### src/rtl/hazard_sched_if.sv
// Hazard-scheduler bundle: D/E/M stage descriptors toward the scheduler, stall/flush controls back.
interface hazard_sched_if;
  logic [4:0]  a1_d;
  logic [4:0]  a2_d;
  logic        rs_used_d;
  logic        rt_used_d;
  logic [1:0]  tuse_rs_d;
  logic [1:0]  tuse_rt_d;
  logic        md_use_d;
  logic        eret_d;
  logic [4:0]  a3_e;
  logic [1:0]  tnew_e;
  logic        we_e;
  logic        epc_wr_e;
  logic        md_start_e;
  logic        md_div_e;
  logic [4:0]  a3_m;
  logic [1:0]  tnew_m;
  logic        we_m;
  logic        epc_wr_m;
  logic        exc_req;
  logic        stall_fd;
  logic        stall_de;
  logic        flush_all;
  logic        md_busy;
  logic [31:0] stall_cnt;

  modport master (
    output a1_d, a2_d, rs_used_d, rt_used_d, tuse_rs_d, tuse_rt_d, md_use_d, eret_d,
           a3_e, tnew_e, we_e, epc_wr_e, md_start_e, md_div_e,
           a3_m, tnew_m, we_m, epc_wr_m, exc_req,
    input  stall_fd, stall_de, flush_all, md_busy, stall_cnt
  );

  modport slave (
    input  a1_d, a2_d, rs_used_d, rt_used_d, tuse_rs_d, tuse_rt_d, md_use_d, eret_d,
           a3_e, tnew_e, we_e, epc_wr_e, md_start_e, md_div_e,
           a3_m, tnew_m, we_m, epc_wr_m, exc_req,
    output stall_fd, stall_de, flush_all, md_busy, stall_cnt
  );
endinterface

### src/rtl/hazard_sched.sv
// Hazard/flush scheduler: stall and flush are combinational, the mult/div busy counter and stall counter are registered.
// Stall holds F/D and bubbles D/E; an exception flush overrides any stall in the same cycle.
module hazard_sched #(
  parameter int MULT_CYCLES = 5,
  parameter int DIV_CYCLES  = 10,
  parameter int CNT_W       = 4
) (
  input  logic          clk,
  input  logic          reset,
  hazard_sched_if.slave hz
);

  localparam logic [CNT_W-1:0] MULT_LD = CNT_W'(MULT_CYCLES);
  localparam logic [CNT_W-1:0] DIV_LD  = CNT_W'(DIV_CYCLES);

  logic [CNT_W-1:0] md_cnt;
  logic [31:0]      stall_q;
  logic             haz_rs;
  logic             haz_rt;
  logic             haz_md;
  logic             haz_eret;
  logic             stall;

  // A producer only blocks when its value arrives later than the consumer needs it.
  always_comb begin
    haz_rs = hz.rs_used_d && (hz.a1_d != 5'd0) &&
             ((hz.we_e && (hz.a1_d == hz.a3_e) && (hz.tuse_rs_d < hz.tnew_e)) ||
              (hz.we_m && (hz.a1_d == hz.a3_m) && (hz.tuse_rs_d < hz.tnew_m)));
    haz_rt = hz.rt_used_d && (hz.a2_d != 5'd0) &&
             ((hz.we_e && (hz.a2_d == hz.a3_e) && (hz.tuse_rt_d < hz.tnew_e)) ||
              (hz.we_m && (hz.a2_d == hz.a3_m) && (hz.tuse_rt_d < hz.tnew_m)));
    haz_md   = hz.md_use_d && ((md_cnt != '0) || hz.md_start_e);
    haz_eret = hz.eret_d && (hz.epc_wr_e || hz.epc_wr_m);
  end

  assign stall        = (haz_rs || haz_rt || haz_md || haz_eret) && !hz.exc_req;
  assign hz.stall_fd  = stall;
  assign hz.stall_de  = stall;
  assign hz.flush_all = hz.exc_req;
  assign hz.md_busy   = (md_cnt != '0);
  assign hz.stall_cnt = stall_q;

  // An op already running finishes even across an exception; only a new issue is squashed.
  always_ff @(posedge clk) begin
    if (reset) begin
      md_cnt  <= '0;
      stall_q <= '0;
    end else begin
      if (stall) begin
        stall_q <= stall_q + 32'd1;
      end
      if (hz.md_start_e && !hz.exc_req) begin
        md_cnt <= hz.md_div_e ? DIV_LD : MULT_LD;
      end else if (md_cnt != '0) begin
        md_cnt <= md_cnt - CNT_W'(1);
      end
    end
  end

endmodule

### src/flat_wrapper.sv
// flat-port wrapper written by rule: the top's interface ports become plain ports
module hazard_sched_flat 
#(
  parameter int MULT_CYCLES = 5,
  parameter int DIV_CYCLES  = 10,
  parameter int CNT_W       = 4
)
  (clk, reset, hz_a1_d, hz_a2_d, hz_rs_used_d, hz_rt_used_d, hz_tuse_rs_d, hz_tuse_rt_d, hz_md_use_d, hz_eret_d, hz_a3_e, hz_tnew_e, hz_we_e, hz_epc_wr_e, hz_md_start_e, hz_md_div_e, hz_a3_m, hz_tnew_m, hz_we_m, hz_epc_wr_m, hz_exc_req, hz_stall_fd, hz_stall_de, hz_flush_all, hz_md_busy, hz_stall_cnt);
  hazard_sched_if hz_i ();
  input  logic clk;
  input  logic reset;
  input wire logic [$bits(hz_i.a1_d)-1:0] hz_a1_d;
  input wire logic [$bits(hz_i.a2_d)-1:0] hz_a2_d;
  input wire logic [$bits(hz_i.rs_used_d)-1:0] hz_rs_used_d;
  input wire logic [$bits(hz_i.rt_used_d)-1:0] hz_rt_used_d;
  input wire logic [$bits(hz_i.tuse_rs_d)-1:0] hz_tuse_rs_d;
  input wire logic [$bits(hz_i.tuse_rt_d)-1:0] hz_tuse_rt_d;
  input wire logic [$bits(hz_i.md_use_d)-1:0] hz_md_use_d;
  input wire logic [$bits(hz_i.eret_d)-1:0] hz_eret_d;
  input wire logic [$bits(hz_i.a3_e)-1:0] hz_a3_e;
  input wire logic [$bits(hz_i.tnew_e)-1:0] hz_tnew_e;
  input wire logic [$bits(hz_i.we_e)-1:0] hz_we_e;
  input wire logic [$bits(hz_i.epc_wr_e)-1:0] hz_epc_wr_e;
  input wire logic [$bits(hz_i.md_start_e)-1:0] hz_md_start_e;
  input wire logic [$bits(hz_i.md_div_e)-1:0] hz_md_div_e;
  input wire logic [$bits(hz_i.a3_m)-1:0] hz_a3_m;
  input wire logic [$bits(hz_i.tnew_m)-1:0] hz_tnew_m;
  input wire logic [$bits(hz_i.we_m)-1:0] hz_we_m;
  input wire logic [$bits(hz_i.epc_wr_m)-1:0] hz_epc_wr_m;
  input wire logic [$bits(hz_i.exc_req)-1:0] hz_exc_req;
  output wire logic [$bits(hz_i.stall_fd)-1:0] hz_stall_fd;
  output wire logic [$bits(hz_i.stall_de)-1:0] hz_stall_de;
  output wire logic [$bits(hz_i.flush_all)-1:0] hz_flush_all;
  output wire logic [$bits(hz_i.md_busy)-1:0] hz_md_busy;
  output wire logic [$bits(hz_i.stall_cnt)-1:0] hz_stall_cnt;
  assign hz_i.a1_d = hz_a1_d;
  assign hz_i.a2_d = hz_a2_d;
  assign hz_i.rs_used_d = hz_rs_used_d;
  assign hz_i.rt_used_d = hz_rt_used_d;
  assign hz_i.tuse_rs_d = hz_tuse_rs_d;
  assign hz_i.tuse_rt_d = hz_tuse_rt_d;
  assign hz_i.md_use_d = hz_md_use_d;
  assign hz_i.eret_d = hz_eret_d;
  assign hz_i.a3_e = hz_a3_e;
  assign hz_i.tnew_e = hz_tnew_e;
  assign hz_i.we_e = hz_we_e;
  assign hz_i.epc_wr_e = hz_epc_wr_e;
  assign hz_i.md_start_e = hz_md_start_e;
  assign hz_i.md_div_e = hz_md_div_e;
  assign hz_i.a3_m = hz_a3_m;
  assign hz_i.tnew_m = hz_tnew_m;
  assign hz_i.we_m = hz_we_m;
  assign hz_i.epc_wr_m = hz_epc_wr_m;
  assign hz_i.exc_req = hz_exc_req;
  assign hz_stall_fd = hz_i.stall_fd;
  assign hz_stall_de = hz_i.stall_de;
  assign hz_flush_all = hz_i.flush_all;
  assign hz_md_busy = hz_i.md_busy;
  assign hz_stall_cnt = hz_i.stall_cnt;
  hazard_sched #(.MULT_CYCLES(MULT_CYCLES), .DIV_CYCLES(DIV_CYCLES), .CNT_W(CNT_W)) u_core (.clk(clk), .reset(reset), .hz(hz_i));
endmodule
### config.mk
export PLATFORM = sky130hd
export DESIGN_NAME = hazard_sched_flat
export DESIGN_NICKNAME = d
export VERILOG_FILES = /design/src/rtl/hazard_sched_if.sv /design/src/rtl/hazard_sched.sv /design/src/flat_wrapper.sv
export SDC_FILE = /design/constraint.sdc
export NUM_CORES = 1
export LEC_CHECK = 0
export BUFFER_PORTS_ARGS = -buffer_cell sky130_fd_sc_hd__buf_2
export CAP_MARGIN = 10
export CORE_ASPECT_RATIO = 1.1
export CORE_MARGIN = 2
export CORE_UTILIZATION = 45
export CTS_BUF_LIST = sky130_fd_sc_hd__clkbuf_8
export CTS_CLUSTER_SIZE = 16
export DETAILED_ROUTE_END_ITERATION = 12
export GPL_TIMING_DRIVEN = 0
export PLACE_DENSITY_LB_ADDON = 0.08
export SLEW_MARGIN = 20
export SYNTH_ARGS = -nofsm -noshare
export SYNTH_HDL_FRONTEND = slang
export SYNTH_SLANG_ARGS = --single-unit
### constraint.sdc
create_clock -name clk -period 4.3 [get_ports clk]
set_input_delay 0.86 -clock clk [delete_from_list [all_inputs] [get_ports clk]]
set_output_delay 0.86 -clock clk [all_outputs]
set_load 0.005 [all_outputs]
Word-level counts from Yosys, hierarchy flattened
Index checks and enable logic that the tools add are counted.
{"block": "op_classes", "n_reduce_logical": 28, "n_addsub": 2, "muxes": 3, "n_eq_ne": 4, "n_lt_le_gt_ge": 4}
{"op": "$add A32 B1 Y32 const B", "n": 1}
{"op": "$eq A5 B5 Y1", "n": 4}
{"op": "$logic_and A1 B1 Y1", "n": 16}
{"op": "$mux W4", "n": 3}
{"op": "$reduce_bool A5 Y1", "n": 2}
{"op": "$lt A2 B2 Y1", "n": 4}
{"op": "$logic_or A1 B1 Y1", "n": 7}
{"op": "$reduce_bool A4 Y1", "n": 1}
{"op": "$sub A4 B1 Y4 const B", "n": 1}
{"op": "$reduce_bool A2 Y1", "n": 1}
{"op": "$logic_not A1 Y1", "n": 1}
{"block": "word_totals", "input_bits": 41, "out_inout_bits": 36, "ff_bits": 36}

Logic depth before layout (Yosys ltp)
{"block": "depth", "ltp_word": 9, "mapped_depth": 11, "depth_no_buf": 9}

Least setup slack after synthesis
Ideal clock, no wire load.
{"block": "synth_timing", "path_kind": "input -> output", "startpoint": "input port hz_a1_d[0]", "endpoint": "output port hz_stall_fd", "n_path_buf": 3, "arrival_ns": 2.405, "t_required_ns": 3.440, "setup_slack_ns": 1.035, "path_stages": 8, "cell_sequence": "or4_1 nor2_1 nor3b_1 a221oi_4 buf_6 buf_12 inv_1 buf_4"}
{"block": "synth_via", "elab_chain_len": 9, "word_cells_on_any_way": 14, "cone_classes": "eq/ne (2); reduce/logical (12)"}
{"item": "from (decl)", "line": "flat_wrapper.sv:12", "rtl": "input wire logic [$bits(hz_i.a1_d)-1:0] hz_a1_d;"}
{"item": "$eq A5 B5 Y1 (on tied branches)", "line": "hazard_sched.sv:27, hazard_sched.sv:28"}
{"item": "$logic_and A1 B1 Y1 (on tied branches) (2 in series)", "line": "hazard_sched.sv:27, hazard_sched.sv:28"}
{"item": "$logic_or A1 B1 Y1", "line": "hazard_sched.sv:27", "rtl": "((hz.we_e && (hz.a1_d == hz.a3_e) && (hz.tuse_rs_d < hz.tnew_e)) ||"}
{"item": "$logic_and A1 B1 Y1 (*)", "line": "hazard_sched.sv:26", "rtl": "haz_rs = hz.rs_used_d && (hz.a1_d != 5'd0) &&"}
{"item": "$logic_or A1 B1 Y1 (*) (3 in series)", "line": "hazard_sched.sv:36", "rtl": "assign stall = (haz_rs || haz_rt || haz_md || haz_eret) && !hz.exc_req;"}
{"item": "$logic_and A1 B1 Y1 (*)", "line": "hazard_sched.sv:36"}
{"item": "to (decl)", "line": "flat_wrapper.sv:31", "rtl": "output wire logic [$bits(hz_i.stall_fd)-1:0] hz_stall_fd;"}
Every way passes the cells marked *; elsewhere a longest branch is shown, timed or not.

Final worst setup path
Same ends and word-level chain as after synthesis.

==> flow_summary.toml <==
[status]
outcome = "complete, no violations"

[routing]
viasPerCell = 5.70
drtIter0Drc = 142
antenna_left = 0
drt-wirelength-per-cell_um = 14.6
first_pass_iters = 5
drc = 0
drt-total-wl_mm = 6.23
vias = 2427

[cells_and_area]
fill_cells = 466
antennaDiodeCount = 0
syn_to_final_growth_pct = 24.1
nNetsFinal = 415
layout-drive-gt1-share = 0.269
final_area_mm2 = 0.00290

[synth]
synth_compound_area_frac = 0.192
yosys.area.top_type = "dfxtp_1"
synth_seq_cells = 36
yosys.area_share.simple = 0.302
synthTopCellsByCount = "36 x dfxtp_1, 33 x a21oi_1, 24 x or3_1"
ys.flop_type = "dfxtp_1"
synth_top_area_frac = 0.309
synth_top_family_by_area = "simple AND/OR/NAND/NOR gates"
synth_xor_area_frac = 0.0901
synth_area_leaders = "dfxtp_1 31%, xor2_1 8.6%, a21oi_1 7.1%"
seq_area_frac_synth = 0.309
synth_most_common_cell = "dfxtp_1"
async_flop_share = 0
synthMuxAreaShare = 0.00429
synth_cell_types = 43
avgSynthCellArea_um2 = 8.19
synthesis.area_mm2 = 0.00233
synth_fa_ha_area_frac = 0.0375
netlist_instances = 285
synth_edf_count = 0
yosys_warnings = 0
syn_nets = 333

[floorplan]
core-area_mm2 = 0.00500
start_util = 0.467
io_pins = 77
chipWidth_um = 72.7
dieArea_mm2 = 0.00578
core.rowCount = 27
die_h_um = 79.5

[global_routing]
grt_first_pass_wirelength_mm = 10.1
grt_pass1_vias = 2182
grt_max_degree = 14
antenna_found_initial = 0
grt.total_usage = 0.220
overflow = 0

[worst_setup_path]
arrival_ps = 2820
crit_type = "primary input to output port"
start_kind = "primary input"
crit_fanout = 10
critPathRequiredTime_ps = 3440
endpoint_kind = "output port"
ff2ff_path_depth = 10

[pwr]
switching_share = 0.315
power_density_mw_per_mm2 = 327
p_comb_frac = 0.271
power_frac_seq = 0.396
internal-power_uw = 649
peakVddDrop_mv = 0.244
power.static_leakage_uw = 0.00118
power_switching_uw = 299
p_clk_frac = 0.334

[clock_tree]
post_cts_buffers = 0
holdBufCountCts = 0
numCtsBuffers = 5
cts_max_level = 2
clock-root-buffer = "clkbuf_8"
clk_pin_slew_worst_paths_ps = 80
cts_sinks = 36
cts_resized = 0
clock_latency_ps = 300
clock_path_buffers = 2
cts_tree = "done"

[placed_design]
postPlaceCellArea_mm2 = 0.00278
place_hpwl_mm = 4.65
finalWeightedCongestion = 0.828
io_buffers = 75
place_ws_ps = 621

[sta]
fin_ws_ps = 620
maxSlewViolCount = 0
period_needed_ps = 3680
holdWs_ps = 492
period_share = 0.856
maxSlewHeadroom = 0.645
fmax_ghz = 0.272
setup_tns_ps = 0
tightest_slew_ps = 533
fin_skew_ps = 6.24
finalSetupViolations = 0
grt_setup_unrepaired = "false"
finalHoldViolations = 0

[run]
cap_viol_max_count = 0

[worst_hold_path]
hold_class = "flip-flop to flip-flop"
holdPathStages = 2
## cell type report
type	count	area (um^2)	share of cell area
sequential	36	721	0.249
tap	58	72.6	0.0251
timing repair buffer	75	375	0.130
multi-input combinational	222	1460	0.504
clock buffer	5	68.8	0.0238
buffer	15	108	0.0371
inverter	12	45.0	0.0156
clock inverter	3	46.3	0.0160
## state kept, by name (all words and copies together), names as in the netlist
| name | cells |
|---|---|
| u_core.md_cnt | 4 |
| u_core.hz.stall_cnt | 32 |
## placed cells by master, fill, tap and decap left out, types with 2 or more instances in the layout
| master | n |
|---|---|
| nor3_1 | 3 |
| nand3_1 | 12 |
| o21ai_0 | 12 |
| a22o_1 | 2 |
| or3_1 | 24 |
| nor3b_1 | 2 |
| nor2_1 | 12 |
| nand2b_1 | 9 |
| a21oi_1 | 33 |
| clkbuf_8 | 5 |
| nand4_1 | 12 |
| nor4_1 | 4 |
| and2_1 | 3 |
| ha_1 | 7 |
| dfxtp_1 | 36 |
| buf_4 | 2 |
| xor2_1 | 23 |
| clkbuf_1 | 6 |
| o21ai_1 | 11 |
| or4_1 | 10 |
| inv_1 | 12 |
| o31ai_1 | 8 |
| buf_1 | 2 |
| a211oi_1 | 4 |
| buf_2 | 75 |
| and3_1 | 3 |
| and4_1 | 3 |
| buf_6 | 2 |
| nand2_1 | 11 |
| nand4_2 | 2 |
## power by group through the flow
stage | combinational, uW | sequential (uW) | clock (uW)
after floorplan | 178 | 378 | 0
after global placement | 254 | 382 | 0
after detailed placement | 257 | 383 | 0
after CTS | 259 | 375 | 324
after global routing | 288 | 376 | 334
final | 256 | 375 | 316
## worst max-delay path, cell delays in order
cell      delay [ps]
buf_2            120
or4_1            510
nor2_1           100
nor3b_1           80
a221oi_4         490
buf_6            220
buf_12           140
inv_1             50
buf_4            120
buf_2            110
## final timing paths
path / start / to / slack [ps]
worst max register to register: u_core.md_cnt[0]$_SDFFE_PP0P_ / u_core.hz.stall_cnt[6]$_SDFFE_PP0P_ / 1850
worst max-delay path: hz_a1_d[0] / hz_stall_fd / 620
worst min-delay path: u_core.hz.stall_cnt[31]$_SDFFE_PP0P_ / u_core.hz.stall_cnt[31]$_SDFFE_PP0P_ / 490
worst min register to register: u_core.hz.stall_cnt[31]$_SDFFE_PP0P_ / u_core.hz.stall_cnt[31]$_SDFFE_PP0P_ / 490
## per-layer routing
metal,GRT usage,up-vias,share of wire
met5,0,-,0
met4,0.0574,0,0.0095
met3,0.0518,8,0.067
met2,0.354,69,0.47
met1,0.294,1135,0.45
li1,-,1215,-
## per-stage QoR
step | power [uW] | std cells | util
2_1_floorplan | 556 | 285 | -
3_3_place_gp | 636 | 418 | 0.556
4_1_cts | 958 | 426 | 0.579
3_5_place_dp | 639 | 418 | 0.556
6_report | 947 | 426 | 0.579
5_1_grt | 998 | 426 | 0.579
## cell families (layout without fill, tap and decap cells)
logic type / Yosys count / after routing
fa+ha+maj: 7 / 7
xor+xnor: 24 / 24
mux: 1 / 1
compound gates: 75 / 75
flops: 36 / 36
simple gates: 115 / 115
buf+inv: 27 / 110
No activity file was read; power rests on OpenSTA's default activity.
